### config.mk
export PLATFORM = sky130hd
export DESIGN_NAME = input_block
export DESIGN_NICKNAME = d
export VERILOG_FILES = /design/src/rtl/input_block_pkg.sv /design/src/rtl/btn_debounce.sv /design/src/rtl/input_block.sv
export SDC_FILE = /design/constraint.sdc
export NUM_CORES = 1
export LEC_CHECK = 0
export ABC_AREA = 0
export BUFFER_PORTS_ARGS = -buffer_cell sky130_fd_sc_hd__clkbuf_2
export CAP_MARGIN = 20
export CORE_UTILIZATION = 45
export DETAILED_ROUTE_END_ITERATION = 6
export PLACE_DENSITY_LB_ADDON = 0.25
export SKIP_CTS_REPAIR_TIMING = 1
export SLEW_MARGIN = 15
export SYNTH_ARGS = -nofsm -noshare
export SYNTH_HDL_FRONTEND = slang
export SYNTH_SLANG_ARGS = --single-unit
### constraint.sdc
create_clock -name iClk -period 4.1 [get_ports iClk]
set_input_delay 0.205 -clock iClk [delete_from_list [all_inputs] [get_ports iClk]]
set_output_delay 0.205 -clock iClk [all_outputs]
set_load 0.02 [all_outputs]
### src/rtl/input_block_pkg.sv
// Shared definitions for the switch/button entry front end: FSM encoding and debounce default.
package input_block_pkg;

    typedef enum logic [1:0] {
        S_LO    = 2'd0,
        S_HI    = 2'd1,
        S_VALID = 2'd2
    } state_t;

    localparam int DB_TICKS_DEFAULT = 10;

endpackage

### src/rtl/btn_debounce.sv
// Button debouncer: 2-flop synchronizer, tick-driven stability counter, one-cycle press pulse.
module btn_debounce #(
    parameter int DB_TICKS = 10
) (
    input  logic iClk,
    input  logic iRstN,
    input  logic iTick,
    input  logic iB,
    output logic oLevel,
    output logic oPress
);

    localparam int CW = (DB_TICKS > 2) ? $clog2(DB_TICKS) : 1;
    localparam logic [CW-1:0] COUNT_MAX = CW'(DB_TICKS - 1);

    logic          sync1_reg;
    logic          sync2_reg;
    logic          stable_reg;
    logic          press_reg;
    logic [CW-1:0] count_reg;

    always_ff @(posedge iClk or negedge iRstN) begin
        if (!iRstN) begin
            sync1_reg  <= 1'b0;
            sync2_reg  <= 1'b0;
            stable_reg <= 1'b0;
            press_reg  <= 1'b0;
            count_reg  <= '0;
        end else begin
            sync1_reg <= iB;
            sync2_reg <= sync1_reg;
            press_reg <= 1'b0;
            if (iTick) begin
                // Any tick that agrees with the stable level restarts the run.
                if (sync2_reg != stable_reg) begin
                    if (count_reg == COUNT_MAX) begin
                        stable_reg <= sync2_reg;
                        count_reg  <= '0;
                        press_reg  <= sync2_reg;
                    end else begin
                        count_reg <= count_reg + 1'b1;
                    end
                end else begin
                    count_reg <= '0;
                end
            end
        end
    end

    assign oLevel = stable_reg;
    assign oPress = press_reg;

endmodule

### src/rtl/input_block.sv
// Two-half 32-bit word entry from slide switches with load/clear buttons and a valid/ack handshake.
// Optional echo output to the display mux is enabled by defining INPUT_BLOCK_ECHO_EN.
module input_block
    import input_block_pkg::*;
#(
    parameter int DB_TICKS = DB_TICKS_DEFAULT
) (
    input  logic        iClk,
    input  logic        iRstN,
    input  logic        iTick,
    input  logic [15:0] iSw,
    input  logic        iBLoad,
    input  logic        iBClr,
    input  logic        iAck,
    output logic [31:0] oData,
    output logic        oValid,
    output logic        oHalf
`ifdef INPUT_BLOCK_ECHO_EN
    ,
    output logic [15:0] oEcho
`endif
);

    logic [1:0] btn_raw;
    logic [1:0] btn_press;
    logic [1:0] level_unused;

    assign btn_raw = {iBClr, iBLoad};

    generate
        for (genvar gi = 0; gi < 2; gi++) begin : g_btn
            btn_debounce #(
                .DB_TICKS(DB_TICKS)
            ) u_btn (
                .iClk  (iClk),
                .iRstN (iRstN),
                .iTick (iTick),
                .iB    (btn_raw[gi]),
                .oLevel(level_unused[gi]),
                .oPress(btn_press[gi])
            );
        end
    endgenerate

    logic load_press;
    logic clr_press;

    assign load_press = btn_press[0];
    assign clr_press  = btn_press[1];

    state_t      state_reg;
    state_t      state_next;
    logic [31:0] data_reg;
    logic [31:0] data_next;

    always_ff @(posedge iClk or negedge iRstN) begin
        if (!iRstN) begin
            state_reg <= S_LO;
            data_reg  <= '0;
        end else begin
            state_reg <= state_next;
            data_reg  <= data_next;
        end
    end

    always_comb begin
        state_next = state_reg;
        data_next  = data_reg;
        // Clear overrides any load or ack arriving in the same cycle.
        if (clr_press) begin
            state_next = S_LO;
            data_next  = '0;
        end else begin
            case (state_reg)
                S_LO: begin
                    if (load_press) begin
                        data_next[15:0] = iSw;
                        state_next      = S_HI;
                    end
                end
                S_HI: begin
                    if (load_press) begin
                        data_next[31:16] = iSw;
                        state_next       = S_VALID;
                    end
                end
                S_VALID: begin
                    if (iAck) begin
                        state_next = S_LO;
                    end
                end
                default: begin
                    state_next = S_LO;
                end
            endcase
        end
    end

    assign oData  = data_reg;
    assign oValid = (state_reg == S_VALID);
    assign oHalf  = (state_reg == S_HI);

`ifdef INPUT_BLOCK_ECHO_EN
    logic [15:0] echo_reg;

    always_ff @(posedge iClk or negedge iRstN) begin
        if (!iRstN) begin
            echo_reg <= '0;
        end else begin
            echo_reg <= (state_next == S_VALID) ? data_next[15:0] : iSw;
        end
    end

    assign oEcho = echo_reg;
`endif

endmodule

==> results.md <==
- Status: complete, but fails checks
- Failing checks: hold timing
- Pins Over Slew Limit: 0
- Pint: approximately 900 µW
- Startpoint Class: flip-flop
- GP Congestion: ~0.8
- Residual DRC count: 0
- Initial antenna violation count: 0
- Final WL: between 4000 and 5000 µm
- Least-Margin Pin Slew: around 1.1 ns
- Min Tclk post-route: ~1.5 ns
- Setup CP Type: reg2reg
- FF-to-FF path depth: 3
- Fraction of final layout cells sized beyond drive strength 1: 0.263
- FP Rows: 24
- Clk pwr share: 0.340
- Switching Fraction: 0.271
- Die W: between 70 and 80 µm
- Post-synth top area cell: dfrtp_1
- Final Hold Fails: 12
- Clock Latency Late Sink: 0.30 ns
- DRT iter0 DRCs: 77
- Root buffer cell: clkbuf_8
- FF-to-FF Start: state_reg[0]$_DFFE_PN0P_
- Share of the synthesized area in the top cell type: 0.577
- Post-synthesis sequential area ratio: 0.577
- GRT Overall Usage: 0.174
- Peak supply drop: between 0.00015 and 0.0002 V
- H-tree depth: 2
- Synth cell types: 33
- Power share of the combinational group: 0.176
- Yosys reg bits: 50
- Max cap viols: 0
- P_sw: roughly 330 µW
- Share of power burned in registers: 0.484
- Slew HR: 0.280
- Setup Skew: roughly 0.013 ns
- Ys Warns: 0
- Nature of the critical path endpoint: flip-flop
- CTS Buf Count: 5
- Hold Slack: -0.00807 ns
- Gate Count Post-Synth: around 220
- Port bufs: 55
- Clock sink count: 50
- Vias in the first global route: roughly 1600
- Non-Filler Instances: ~320
- Final antenna diode count: 0
- Most used cells in the layout excluding fill and tap cells: nand2_1, clkbuf_2, dfrtp_1, a21oi_1
- Die ar.: roughly 5100 µm²
- Clock transition at the registers of the reported paths: approximately 0.09 ns
- Fmax: 653 MHz
- Main synth FF type: dfrtp_1
- RSZ-0062 raised after global routing: no
- Syn_area_per_cell: between 10 and 15 µm²
- Post-DP HPWL: between 2000 and 3000 µm
- Congestion Overflow GR: 0
- Avg Vias per Cell: a little over 5
- Worst Path Required: roughly 4.2 ns
- Pre-antenna DRT Iters: 4
- Number of synthesized flops with an enable pin: 0
- CTS tree: yes
- CP Cell Sequence: or3b_1 -> nand2_1 -> a21oi_1
- Max FFs per register: 32
- Die height: roughly 70 µm
- First-pass GRT wire length: 6820 µm
- Crit path max fanout: 16
- Placed Cells: roughly 310
- WP data arrival: ~1.7 ns
- Worst hold path type: in2async
- Net count after synthesis: ~240
- Post-synth ARST share: 1.00
- Nets: around 300
- Routed via count: about 1600
- Core box area: ~4500 µm²
- Post-Syn Area: about 2200 µm²
- Setup TNS: 0 ns
- Critical path startpoint: state_reg[0]$_DFFE_PN0P_
- Post-route ant nets: 0
- Largest net degree at the start of global routing: a little over 50
- # setup viols final: 0
- Starting Density: 0.482
- # IOs: 56
- Max Root-Sink Buffers: 2
- LEAKAGE: between 0.001 and 0.0015 µW
- Wire length per cell: around 13 µm
- PD cells: around 480 nW/µm²
- Commonest non-fill, non-tap cell in the layout: nand2_1
- Final worst-path cycle share: 0.374
- Slowest stage delay, CP: around 0.64 ns
- Area contributors post-synth: dfrtp_1, nand2_1, a21oi_1
- Critical-path top delay cell: or3b_1
- P&R area growth vs syn: 18.5%
-- synthesized netlist by cell type, drive strengths merged, types with 2 or more instances --
cell	instances
a21boi	2
nand2	72
ha	4
xor2	2
a31oi	2
nor2b	4
o22ai	4
dfrtp	50
mux2i	2
nor3b	3
and4b	2
o21ai	2
buf	5
nand4	2
clkbuf	6
inv	6
mux2	2
nor2	2
a21oi	35
o211ai	2
-- final cells by class --
class | instances | area, µm²
Fill cell | 387 | 1930
Clock buffer | 6 | 82.6
Timing Repair Buffer | 58 | 303
Tap cell | 52 | 65.1
Sequential cell | 50 | 1250
Multi-Input combinational cell | 148 | 787
Inverter | 6 | 22.5
Clock inverter | 2 | 60.1
-- final timing paths --
path	to	slack (ns)
setup / recovery	oData[12]$_DFFE_PN0P_	2.57
hold / removal	oData[19]$_DFFE_PN0P_	-0.008
setup reg to reg	oData[12]$_DFFE_PN0P_	2.57
hold reg to reg	g_btn[1].u_btn.sync2_reg$_DFF_PN0_	0.35
max in group asynchronous	g_btn[0].u_btn.sync2_reg$_DFF_PN0_	3.68
min in group iClk	oData[19]$_DFFE_PN0P_	0.12
-- per-layer routing --
layer / vias up / GRT usage / part of all wire
li1: 822 / - / -
met1: 771 / 0.219 / 0.48
met2: 41 / 0.290 / 0.47
met3: 5 / 0.0352 / 0.042
met4: 0 / 0.0800 / 0.016
met5: - / 0 / 0
-- worst max-delay path, delay by kind of cell, from the launching register on --
kind	cells	cell delay, ns
AOI/OAI and AO/OA	1	0.08
and+or+nand+nor	2	0.82
DFF	1	0.47
-- cell families (layout without fill, tap and decap cells) --
family / count (synthesis) / after routing / share of synthesized area
flip-flops: 50 / 50 / 0.577
AND/OR/NAND/NOR: 90 / 90 / 0.191
XOR/XNOR: 3 / 3 / 0.0121
multiplexers: 4 / 4 / 0.0196
buffers and inverters: 18 / 72 / 0.0606
adder cells (fa/ha/maj): 4 / 4 / 0.0231
AO/OA/AOI/OAI: 47 / 47 / 0.116
-- power by group through the flow --
stage | sequential [µW] | clock, µW | combinational (µW)
5_1_grt | 604 | 449 | 242
2_1_floorplan | 652 | 0 | 85.5
3_3_place_gp | 604 | 0 | 212
3_5_place_dp | 606 | 0 | 217
4_1_cts | 596 | 432 | 218
6_report | 595 | 418 | 217
-- stage by stage --
| stage | hold WS (ns) | area (µm²) | worst slack, ns | total power, µW | utilization |
|---|---|---|---|---|---|
| CTS | -0.00309 | 2550 | 2.58 | 1250 | 0.566 |
| floorplan | -0.0906 | 2170 | 2.76 | 737 | - |
| detailed placement | 0.315 | 2410 | 2.58 | 823 | 0.535 |
| finish | -0.00807 | 2570 | 2.57 | 1230 | 0.571 |
| global placement | 0.313 | 2410 | 2.61 | 816 | 0.535 |
| global route | 0.0396 | 2570 | 2.48 | 1290 | 0.571 |
No activity file was read; power rests on OpenSTA's default activity.
